### src/rtl/pixel_scan_sequencer.sv
// Frame scan controller: walks a one-hot token through the row/column shift registers and
// issues key writes and sample requests to every pixel. Optional watchdog: SCAN_TIMEOUT_EN.
module pixel_scan_sequencer #(
  parameter int CNT_W       = 8,
  parameter int TIMEOUT_CYC = 4096
) (
  input  logic             clk,
  input  logic             rst,
  input  logic             i_start,
  input  logic             i_abort,
  input  logic [CNT_W-1:0] i_n_cols,
  input  logic [CNT_W-1:0] i_n_rows,
  input  logic             i_drv_rdy,
  input  logic             i_smp_ack,
  output logic             o_write_key,
  output logic             o_write_col,
  output logic             o_write_row,
  output logic             o_data_col,
  output logic             o_data_row,
  output logic             o_smp_req,
  output logic [CNT_W-1:0] o_col_idx,
  output logic [CNT_W-1:0] o_row_idx,
  output logic             o_busy,
`ifdef SCAN_TIMEOUT_EN
  output logic             o_timeout,
`endif
  output logic             o_frame_done
);

  localparam logic [2:0] S_IDLE      = 3'd0;
  localparam logic [2:0] S_ROW_INJ   = 3'd1;
  localparam logic [2:0] S_COL_INJ   = 3'd2;
  localparam logic [2:0] S_KEY       = 3'd3;
  localparam logic [2:0] S_SMP       = 3'd4;
  localparam logic [2:0] S_COL_SHIFT = 3'd5;
  localparam logic [2:0] S_ROW_SHIFT = 3'd6;
  localparam logic [2:0] S_DONE      = 3'd7;

  localparam logic [1:0] HS_ISSUE   = 2'd0;
  localparam logic [1:0] HS_WAIT_LO = 2'd1;
  localparam logic [1:0] HS_WAIT_HI = 2'd2;

  logic [2:0]       st_q, st_d;
  logic [1:0]       hs_q, hs_d;
  logic [CNT_W-1:0] ncol_q, ncol_d, nrow_q, nrow_d;
  logic [CNT_W-1:0] col_q, col_d, row_q, row_d;
  logic             abort_q, abort_d;
  logic             busy, cmd_state, abort_now, last_col, last_row;

`ifdef SCAN_TIMEOUT_EN
  localparam int TW = $clog2(TIMEOUT_CYC + 1);
  logic [TW-1:0] tcnt_q, tcnt_d;
  logic          tmo_q, tmo_d;
  logic          waiting;
`endif

  assign busy      = (st_q != S_IDLE) && (st_q != S_DONE);
  assign cmd_state = (st_q == S_ROW_INJ) || (st_q == S_COL_INJ) || (st_q == S_KEY) ||
                     (st_q == S_COL_SHIFT) || (st_q == S_ROW_SHIFT);
  assign abort_now = abort_q || (i_abort && busy);
  assign last_col  = (col_q == ncol_q - CNT_W'(1));
  assign last_row  = (row_q == nrow_q - CNT_W'(1));

  always_comb begin
    st_d    = st_q;
    hs_d    = hs_q;
    ncol_d  = ncol_q;
    nrow_d  = nrow_q;
    col_d   = col_q;
    row_d   = row_q;
    abort_d = busy ? abort_now : 1'b0;
`ifdef SCAN_TIMEOUT_EN
    tmo_d   = tmo_q;
    tcnt_d  = '0;
    waiting = (cmd_state && (hs_q != HS_ISSUE)) || (st_q == S_SMP);
`endif
    case (st_q)
      S_IDLE: begin
        // An abort arriving with the accepted start is dropped on purpose.
        if (i_start && (i_n_cols != '0) && (i_n_rows != '0)) begin
          st_d    = S_ROW_INJ;
          hs_d    = HS_ISSUE;
          ncol_d  = i_n_cols;
          nrow_d  = i_n_rows;
          col_d   = '0;
          row_d   = '0;
          abort_d = 1'b0;
`ifdef SCAN_TIMEOUT_EN
          tmo_d   = 1'b0;
`endif
        end
      end
      S_DONE: st_d = S_IDLE;
      S_SMP: begin
        if (i_smp_ack) begin
          hs_d = HS_ISSUE;
          if (abort_now)     st_d = S_DONE;
          else if (!last_col) st_d = S_COL_SHIFT;
          else if (!last_row) st_d = S_ROW_SHIFT;
          else               st_d = S_DONE;
        end
      end
      default: begin
        // Requiring ready to fall before it rises stops a stale ready completing a command.
        case (hs_q)
          HS_ISSUE:   hs_d = HS_WAIT_LO;
          HS_WAIT_LO: if (!i_drv_rdy) hs_d = HS_WAIT_HI;
          default: begin
            if (i_drv_rdy) begin
              hs_d = HS_ISSUE;
              case (st_q)
                S_ROW_INJ: st_d = S_COL_INJ;
                S_COL_INJ: st_d = S_KEY;
                S_KEY:     st_d = S_SMP;
                S_COL_SHIFT: begin
                  st_d  = S_KEY;
                  col_d = col_q + CNT_W'(1);
                end
                default: begin
                  st_d  = S_COL_INJ;
                  row_d = row_q + CNT_W'(1);
                  col_d = '0;
                end
              endcase
              if (abort_now) st_d = S_DONE;
            end
          end
        endcase
      end
    endcase
`ifdef SCAN_TIMEOUT_EN
    if (waiting && (tcnt_q == TW'(TIMEOUT_CYC - 1))) begin
      st_d  = S_DONE;
      hs_d  = HS_ISSUE;
      tmo_d = 1'b1;
    end
    if (waiting && (st_d == st_q) && (hs_d == hs_q)) tcnt_d = tcnt_q + TW'(1);
`endif
  end

  always_ff @(posedge clk or negedge rst) begin
    if (!rst) begin
      st_q    <= S_IDLE;
      hs_q    <= HS_ISSUE;
      ncol_q  <= '0;
      nrow_q  <= '0;
      col_q   <= '0;
      row_q   <= '0;
      abort_q <= 1'b0;
`ifdef SCAN_TIMEOUT_EN
      tcnt_q  <= '0;
      tmo_q   <= 1'b0;
`endif
    end else begin
      st_q    <= st_d;
      hs_q    <= hs_d;
      ncol_q  <= ncol_d;
      nrow_q  <= nrow_d;
      col_q   <= col_d;
      row_q   <= row_d;
      abort_q <= abort_d;
`ifdef SCAN_TIMEOUT_EN
      tcnt_q  <= tcnt_d;
      tmo_q   <= tmo_d;
`endif
    end
  end

  // Strobes and their data exist only in the ISSUE cycle of a command.
  assign o_write_row  = ((st_q == S_ROW_INJ) || (st_q == S_ROW_SHIFT)) && (hs_q == HS_ISSUE);
  assign o_data_row   = (st_q == S_ROW_INJ) && (hs_q == HS_ISSUE);
  assign o_write_col  = ((st_q == S_COL_INJ) || (st_q == S_COL_SHIFT)) && (hs_q == HS_ISSUE);
  assign o_data_col   = (st_q == S_COL_INJ) && (hs_q == HS_ISSUE);
  assign o_write_key  = (st_q == S_KEY) && (hs_q == HS_ISSUE);
  assign o_smp_req    = (st_q == S_SMP);
  assign o_col_idx    = col_q;
  assign o_row_idx    = row_q;
  assign o_busy       = busy;
  assign o_frame_done = (st_q == S_DONE);
`ifdef SCAN_TIMEOUT_EN
  assign o_timeout    = tmo_q;
`endif

endmodule
### config.mk
export PLATFORM = sky130hd
export DESIGN_NAME = pixel_scan_sequencer
export DESIGN_NICKNAME = d
export VERILOG_FILES = /design/src/rtl/pixel_scan_sequencer.sv
export SDC_FILE = /design/constraint.sdc
export NUM_CORES = 1
export LEC_CHECK = 0
export ABC_AREA = 1
export CORE_AREA = 4 4 74 104
export CTS_CLUSTER_SIZE = 30
export DETAILED_ROUTE_END_ITERATION = 10
export DIE_AREA = 0 0 78 108
export GPL_ROUTABILITY_DRIVEN = 1
export PLACE_DENSITY = 0.59
export SYNTH_ARGS = -nofsm -noshare
export SYNTH_HDL_FRONTEND = slang
export SYNTH_SLANG_ARGS = --single-unit
### constraint.sdc
create_clock -name clk -period 4.3 [get_ports clk]
set_input_delay 0.43 -clock clk [delete_from_list [all_inputs] [get_ports clk]]
set_output_delay 0.43 -clock clk [all_outputs]
set_load 0.005 [all_outputs]
==> out/metrics.csv <==
metric,value,unit
status,completed,
CTS Root Cell,clkbuf_8,
Core Area,6802,um^2
count of endpoints failing hold in the final timing report,0,
Residual DRC,0,
Post-synth ARST share,100.0,%
GRT overflow,0,
Synthesis Warnings,0,
min cycle time layout,2285,ps
clk sink count,38,
Final Skew,11.62,ps
TritonCTS buffer count,5,
Mapped Cells,392,
max cap viols,0,
drt total wl,6408,um
GP Congestion,0.8168,
vias in the first global route,2476,
worst rel slew slack,42.95,%
WP buf/inv,1,
1st-iter DRT viols,96,
drt pass-1 iters,6,
total placed cells including tap cells,525,
Die W,78,um
Max Clock Freq,0.4377,GHz
Synth Net Count,418,
initial antenna violation count,0,
Crit Path Class,reg -> reg,
die height,108,um
Post-Layout Cell Count,533,
CTS tree,yes,
fill count,701,
"slowest stage delay, CP",430,ps
Hold Crit Class,in -> async,
Most used DFF post-synth,dfrtp_1,
"count leader, synth",nand2_1,
Die ar.,8424,um^2
Seq cells post-synth,38,
Worst Path Max Fanout,26,
post-synth cell types,28,
Static Leakage,0.001662,uW
syn_area_per_cell,6.779,um^2
pwr dens,721.7,nW/um^2
sequential area share after synthesis,35.78,%
slowest CP cell,dfrtp_1,
crit start category,flop,
"Gates resized, CTS repair",0,
Routed wire per std cell,12.02,um
Critical Path Sink Type,flop,
post-synth top area share,35.78,%
vias per cell,4.715,
Final Setup Violations,0,
"top cells by area, synth","dfrtp_1, nand2_1, inv_1, nand3_1, nor2_1",
cell mode on critical path,nand2_4,
area grow syn2layout,24.53,%
required time of the critical path,4480,ps
unrepaired setup endpoints after global routing,false,
CTS H-tree lvls,2,
Rows,36,
Total GRT Usage,16.29,%
Yosys top cell by area,dfrtp_1,
Final ANT Viol Nets,0,
Max IR drop VDD,0.4162,mV
Clock Latency Late Sink,300,ps
Via Count,2513,
Top delay family on crit path,simple AND/OR/NAND/NOR gates,
fin. max-slew vios,0,
DP Wirelength,5030,um
register area,950.9,um^2
layout cells sized above 1,6.621,%
io pins,46,
mapped cell area,2658,um^2
Post-CTS Setup Repair Bufs,0,
worst path cell trace,"nor2_4, nand2_4, inv_4, a21oi_1, nor3_2, nand2_2, nor2_8, nand2_4, nand2_1, o21ai_2",
worst slew pin tran,855.8,ps
Ant. Diodes,0,
setup TNS,0,ps
first-pass GRT wire length,11020,um
Tcrit/Tclk final,53.13,%
number of port buffers,45,
initial core utilization,39.07,%
CTS Buffer Depth,2,
multi-input logic area,1421,um^2
"Clk pin slew, worst setup/hold paths",80,ps
Critical Path AT,2470,ps
Synth top cells by count,"nand2_1, inv_1, nand3_1",
fin nets,463,
largest net degree at the start of global routing,39,
"Hold-fix buffers, CTS",0,
Layout Utilization,48.66,%
"EDFF count, synth",0,
-- metrics by stage --
step / cell area [um^2] / hold slack, ps / setup slack (ps) / power, uW
3_5_place_dp: 3172 / 483.3 / 1771 / 2030
2_1_floorplan: 2658 / 134.4 / 2624 / 1612
5_1_grt: 3309 / 323.5 / 1717 / 2667
4_1_cts: 3309 / 270.0 / 1961 / 2413
3_3_place_gp: 3172 / 480.1 / 1839 / 2003
6_report: 3309 / 239.7 / 2015 / 2388
-- cells in the final DEF (no fill, tap or decap) --
cell               n
nand2_1          123
inv_1             59
clkdlybuf4s50_1   44
nand3_1           40
nor2_1            38
dfrtp_1           38
o21ai_0           19
xor2_1            11
a21oi_1            8
o21ai_2            8
xnor2_1            7
nand4_1            5
o31ai_1            5
clkbuf_8           5
nor3_1             4
ha_1               4
nor4_1             3
or2_2              3
inv_2              2
nand2_4            2
bufinv_16          2
nor2_4             1
inv_4              1
nor3_2             1
nand2_2            1
nor2_8             1
a21boi_0           1
clkinv_4           1
buf_2              1
-- worst reg2reg max path, cell delays in order (launching register included) --
cell,delay [ps]
dfrtp_1,430
nor2_4,210
nand2_4,120
inv_4,180
a21oi_1,70
nor3_2,170
nand2_2,200
nor2_8,330
nand2_4,260
nand2_1,150
o21ai_2,60
-- final timing paths --
check | cells after the start | slack [ps] | end | from
min in group clk | 2 | 510 | nrow_q[7] | nrow_q[7]
hold reg to reg | 2 | 510 | nrow_q[7] | nrow_q[7]
hold / removal | 1 | 240 | ncol_q[3] | rst
setup reg to reg | 10 | 2020 | ncol_q[6] | st_q[1]
max in group asynchronous | 1 | 3520 | st_q[0] | rst
setup / recovery | 10 | 2020 | ncol_q[6] | st_q[1]
-- routing by layer --
| metal | vias to the layer above | share of wire (%) | global-route usage (%) | wire [um] |
|---|---|---|---|---|
| li1 | 1324 | - | - | - |
| met1 | 1135 | 43 | 18.77 | 2761 |
| met2 | 46 | 52 | 30.45 | 3318 |
| met3 | 8 | 3.5 | 2.750 | 224 |
| met4 | 0 | 1.6 | 5.125 | 104 |
| met5 | - | 0 | 0 | 0 |
-- area by class of cell --
type,instances,share of cell area [%]
well taps,95,3.592
clock buffers,5,2.079
inverters,62,7.108
flip-flops and latches,38,28.73
clock inverters,3,2.079
repair buffers,45,13.46
multi-input cells,285,42.95
-- power by group --
group / total, uW / switching [uW] / internal, uW
sequential: 689 / 192 / 498
clock: 374 / 141 / 233
combinational: 1330 / 760 / 566
total: 2390 / 1090 / 1300
-- registers in the layout (all words and copies together), names as in the netlist --
| register | cells |
|---|---|
| o_row_idx | 8 |
| nrow_q | 8 |
| st_q | 3 |
| o_col_idx | 8 |
| abort_q | 1 |
| ncol_q | 8 |
| hs_q | 2 |
-- kinds of logic (layout without fill, tap and decap cells) --
logic type,after synthesis,in the layout,synth area share [%]
adder cells (fa/ha/maj),4,4,1.883
XOR/XNOR,18,18,5.932
flip-flops,38,38,35.78
AO/OA/AOI/OAI,41,41,9.417
AND/OR/NAND/NOR,222,222,36.25
buffers and inverters,69,115,10.73
Power figures use the tool's default switching activity.
